===== src/rtl/req_arbiter.sv =====
// Request arbiter: fixed-priority or round-robin grant with a one-cycle dead slot between owners.
// Define REQ_ARBITER_TIMEOUT_EN to add the hold counter that force-releases a grant after HOLD_MAX cycles.
module req_arbiter #(
    parameter int N        = 4,
    parameter int HOLD_MAX = 8,
    localparam int IW      = $clog2(N)
) (
    input  logic          clk,
    input  logic          rst_n,
    input  logic          mode,
    input  logic [N-1:0]  req,
    input  logic [N-1:0]  done,
    output logic [N-1:0]  gnt,
    output logic          gnt_valid,
    output logic [IW-1:0] gnt_id,
    output logic          timeout
);

    localparam logic [1:0] IDLE    = 2'd0;
    localparam logic [1:0] GRANT   = 2'd1;
    localparam logic [1:0] RELEASE = 2'd2;

    logic [1:0]    state_q, state_d;
    logic [N-1:0]  gnt_q, gnt_d;
    logic [IW-1:0] gnt_id_q, gnt_id_d;
    logic [IW-1:0] rr_ptr_q, rr_ptr_d;
    logic          timeout_q, timeout_d;
    logic          win_found;
    logic [IW-1:0] win_id;
    logic [IW-1:0] idx;

`ifdef REQ_ARBITER_TIMEOUT_EN
    localparam int HW = $clog2(HOLD_MAX);
    logic [HW-1:0] hold_q, hold_d;
`endif

    // Winner search: upward from index 0 (fixed) or from rr_ptr with wrap (round-robin).
    always_comb begin
        win_found = 1'b0;
        win_id    = '0;
        idx       = '0;
        for (int i = 0; i < N; i++) begin
            idx = mode ? IW'((int'(rr_ptr_q) + i) % N) : IW'(i);
            if (!win_found && req[idx]) begin
                win_found = 1'b1;
                win_id    = idx;
            end
        end
    end

    always_comb begin
        state_d   = state_q;
        gnt_d     = gnt_q;
        gnt_id_d  = gnt_id_q;
        rr_ptr_d  = rr_ptr_q;
        timeout_d = 1'b0;
`ifdef REQ_ARBITER_TIMEOUT_EN
        hold_d    = hold_q;
`endif
        case (state_q)
            // RELEASE arbitrates like IDLE so a handover costs exactly one dead cycle.
            IDLE, RELEASE: begin
                state_d  = IDLE;
                gnt_d    = '0;
                gnt_id_d = '0;
                if (win_found) begin
                    state_d        = GRANT;
                    gnt_d[win_id]  = 1'b1;
                    gnt_id_d       = win_id;
`ifdef REQ_ARBITER_TIMEOUT_EN
                    hold_d         = '0;
`endif
                end
            end
            GRANT: begin
                if (done[gnt_id_q]) begin
                    state_d  = RELEASE;
                    gnt_d    = '0;
                    gnt_id_d = '0;
                    rr_ptr_d = (gnt_id_q == IW'(N - 1)) ? '0 : gnt_id_q + IW'(1);
                end
`ifdef REQ_ARBITER_TIMEOUT_EN
                else if (hold_q == HW'(HOLD_MAX - 1)) begin
                    state_d   = RELEASE;
                    gnt_d     = '0;
                    gnt_id_d  = '0;
                    timeout_d = 1'b1;
                    rr_ptr_d  = (gnt_id_q == IW'(N - 1)) ? '0 : gnt_id_q + IW'(1);
                end else begin
                    hold_d = hold_q + HW'(1);
                end
`endif
            end
            default: begin
                state_d  = IDLE;
                gnt_d    = '0;
                gnt_id_d = '0;
            end
        endcase
    end

    always_ff @(posedge clk) begin
        if (!rst_n) begin
            state_q   <= IDLE;
            gnt_q     <= '0;
            gnt_id_q  <= '0;
            rr_ptr_q  <= '0;
            timeout_q <= 1'b0;
`ifdef REQ_ARBITER_TIMEOUT_EN
            hold_q    <= '0;
`endif
        end else begin
            state_q   <= state_d;
            gnt_q     <= gnt_d;
            gnt_id_q  <= gnt_id_d;
            rr_ptr_q  <= rr_ptr_d;
            timeout_q <= timeout_d;
`ifdef REQ_ARBITER_TIMEOUT_EN
            hold_q    <= hold_d;
`endif
        end
    end

    assign gnt       = gnt_q;
    assign gnt_valid = |gnt_q;
    assign gnt_id    = gnt_id_q;
    assign timeout   = timeout_q;

endmodule


===== config.mk =====
export PLATFORM = sky130hd
export DESIGN_NAME = req_arbiter
export DESIGN_NICKNAME = d
export VERILOG_FILES = /design/src/rtl/req_arbiter.sv
export SDC_FILE = /design/constraint.sdc
export NUM_CORES = 1
export LEC_CHECK = 0
export CAP_MARGIN = 5
export CELL_PAD_IN_SITES_DETAIL_PLACEMENT = 1
export CELL_PAD_IN_SITES_GLOBAL_PLACEMENT = 2
export CORE_ASPECT_RATIO = 1.25
export CORE_MARGIN = 2
export CORE_UTILIZATION = 25
export CTS_CLUSTER_SIZE = 20
export DETAILED_ROUTE_END_ITERATION = 7
export HOLD_SLACK_MARGIN = 0.03
export PLACE_DENSITY = 0.71
export SYNTH_ARGS = -nofsm -noshare
export SYNTH_HDL_FRONTEND = slang
export SYNTH_SLANG_ARGS = --single-unit

===== constraint.sdc =====
create_clock -name clk -period 2.2 [get_ports clk]
set_clock_uncertainty 0.2 [all_clocks]
set_input_delay 0.44 -clock clk [delete_from_list [all_inputs] [get_ports clk]]
set_output_delay 0.44 -clock clk [all_outputs]
set_load 0.005 [all_outputs]

==> results.cfg <==
[worst_setup_path]
crit_type = in2reg
arrival_ns = 2.05
crit_path_end = gnt[3]$_SDFFE_PN0P_
crit_fanout = 6
start_kind = primary input
reg2reg_depth = 6
timing.rr.start = rr_ptr_q[1]$_SDFFE_PN0P_
required_ns = 2.15
cp-end-kind = flip-flop
r2r_slack_ns = 0.18
rr_endpoint = gnt[1]$_SDFFE_PN0P_
crit_start = req[3]

[placed_design]
place_congestion = 0.824
dp.cells = 175
hpwlAfterDp_um = 2240
portBuffers = 17

[grt]
grt_usage_pct = 16.9
grt_pass1_vias = 1021
grt_pass1_wl_um = 4610
grt_antenna_before_repair = 0
grt_max_degree = 14
grt.overflow.total = 0

[route]
ant_nets = 0
drt_first_iter_violations = 28
wl_per_cell_um = 15.6
dr.pass1.iters = 4
avgViaCountPerCell = 5.16
routed_wl_um = 2900
num_vias = 955
drc = 0

[sta]
clock.fmax_mhz = 477
rsz0062_at_grt = no
maxSlewViolCount = 0
min_period_ns = 2.10
fin_crit_sh_pct = 95.3
setup_viol = 0
final-hold-violation-count = 0

[yosys]
syn_area_um2 = 815
ys_seq_area_share_pct = 24.6
synth_area_leaders = dfxtp_1, mux2i_1, nor2_1
synth-xor-area-share_pct = 0
synth-simple-area-share_pct = 33.2
synth_top_family_by_area = simple AND/OR/NAND/NOR gates
synth_compound_area_share_pct = 23.2
post-synth-top-count-cell = nor2_1
synth-adder-area-share_pct = 1.54
yosysTopAreaCell = dfxtp_1
yosys-top-cells-count = nor2_1, dfxtp_1, a21oi_1, nand2_1, nand3_1
synth_nets = 115
syn_avg_cell_area_um2 = 7.91
ys.flop_type = dfxtp_1
synth-warning-count = 0
ys_seq_elements = 10
synth_cell_types = 38
synth_edf_count = 0
synth_top_area_share_pct = 24.6
synth.area.mux_share_pct = 10.1
synthCells = 103
async_reset_ff_share_pct = 0

[clock_network]
ctsRootBufferMaster = clkbuf_8
h-tree-depth = 1
clk_pin_slew_worst_paths_ns = 0.05
clkLatencyLatePin_ns = 0.24
cts_sinks = 10
holdBufCountCts = 0
cts_tree = built
cts.path.max_buffers = 2
cts_buffers = 3

[power_and_ir_drop]
p_leak_uw = 0.000581
ir_drop_uv = 363
power.density_mw_per_mm2 = 542
internal_power_uw = 506
power_switching_uw = 215
power_frac_comb_pct = 37.8
clkPwrFrac_pct = 31.6
swShare_pct = 29.8
p_seq_share_pct = 30.6

[layout]
n_antenna_cell = 0
fillerInstances = 405
multi_input_area_um2 = 608
fin_util_pct = 42.0
area_growth_pct = 63.1
stdcell_count = 185
register_area_um2 = 200
fin_nets = 161
drive_gt1_share_pct = 35.1

[floorplanning]
core-area_mm2 = 0.00317
initial_core_util_pct = 25.7
die_h_um = 67.8
die_area_mm2 = 0.00373
pin_count = 19
rows = 23
die_w_um = 55.1

[flow_run]
max-cap-violations = 0

[worst_hold_path]
hold_path.class = reg2reg

[outcome]
status = complete, no violations
-- stage by stage --
step                power (µW)  setup WS [ns]  hold WS (ns)  cell area, µm²  setup TNS [ns]
global placement           470         -0.441         0.257            1170           -2.30
CTS                        718        0.00645         0.276            1260               0
global route               770        0.00639         0.304            1330               0
floorplan                  348          0.310         0.256             815               0
finish                     721          0.102         0.269            1330               0
detailed placement         474         -0.427         0.269            1170           -2.25
-- cell type report --
class,instances,share of cell area (%)
Tap cell,37,3.48
Timing Repair Buffer,47,30.4
Inverter,4,1.13
Sequential cell,10,15.1
Multi-Input combinational cell,83,45.8
Clock buffer,4,4.14
-- placed cells by master, fill, tap and decap left out, types with 4 or more instances in the layout --
cell / instances
a21oi_1: 6
buf_4: 29
clkbuf_8: 4
clkdlybuf4s50_1: 12
dfxtp_1: 10
inv_1: 4
mux2i_1: 5
nand2_1: 7
nand3_1: 6
nor2_1: 8
nor3_1: 4
o21ai_0: 4
-- state kept, by name (all words and copies together), names as in the netlist --
signal / count
rr_ptr_q: 2
gnt_id: 2
gnt: 4
state_q: 2
-- repair_timing --
item / in CTS / in global routing
buffers inserted: 0 / 6
pin swaps: 6 / 5
gates resized for setup: 11 / 10
setup endpoints to repair: 6 / 8
-- per-layer routing --
| metal | track usage, % | up-vias | wire length [µm] | part of all wire, % |
|---|---|---|---|---|
| met5 | 0 | - | 0 | 0 |
| met4 | 8.84 | 0 | 88 | 3.0 |
| met3 | 1.75 | 6 | 68 | 2.3 |
| met2 | 31.1 | 19 | 1580 | 55 |
| met1 | 18.3 | 459 | 1160 | 40 |
| li1 | - | 471 | - | - |
-- critical path, cell delays in order --
cell and delay (ns):
clkdlybuf4s50_1 0.44, buf_4 0.18, or3_1 0.37, o31ai_1 0.09
a21oi_2 0.06, mux2i_1 0.13, buf_4 0.15, o31ai_1 0.19
-- power groups by stage --
stage / Clock (µW) / Combinational [µW] / Sequential (µW)
finish: 228 / 272 / 221
global route: 248 / 299 / 224
CTS: 236 / 261 / 220
detailed placement: 0 / 250 / 224
global placement: 0 / 247 / 223
floorplan: 0 / 132 / 217
-- cells by family after synthesis --
logic type	count (synthesis)
flops	10
fa+ha+maj	1
buf+inv	10
simple gates	47
other cells	1
mux	7
compound gates	27
-- worst min-delay path by stage --
| stage | startpoint | endpoint | slack [ns] | cells after the start |
|---|---|---|---|---|
| 3_3_place_gp | gnt[0]$_SDFFE_PN0P_ | gnt[0]$_SDFFE_PN0P_ | 0.26 | 2 |
| 2_1_floorplan | gnt[2]$_SDFFE_PN0P_ | gnt[2]$_SDFFE_PN0P_ | 0.26 | 2 |
| 6_report | gnt[0]$_SDFFE_PN0P_ | gnt[0]$_SDFFE_PN0P_ | 0.27 | 2 |
| 4_1_cts | gnt[0]$_SDFFE_PN0P_ | gnt[0]$_SDFFE_PN0P_ | 0.28 | 2 |
| 3_5_place_dp | gnt[0]$_SDFFE_PN0P_ | gnt[0]$_SDFFE_PN0P_ | 0.27 | 2 |
| 5_1_grt | gnt[0]$_SDFFE_PN0P_ | gnt[0]$_SDFFE_PN0P_ | 0.30 | 2 |
Power figures use the tool's default switching activity.
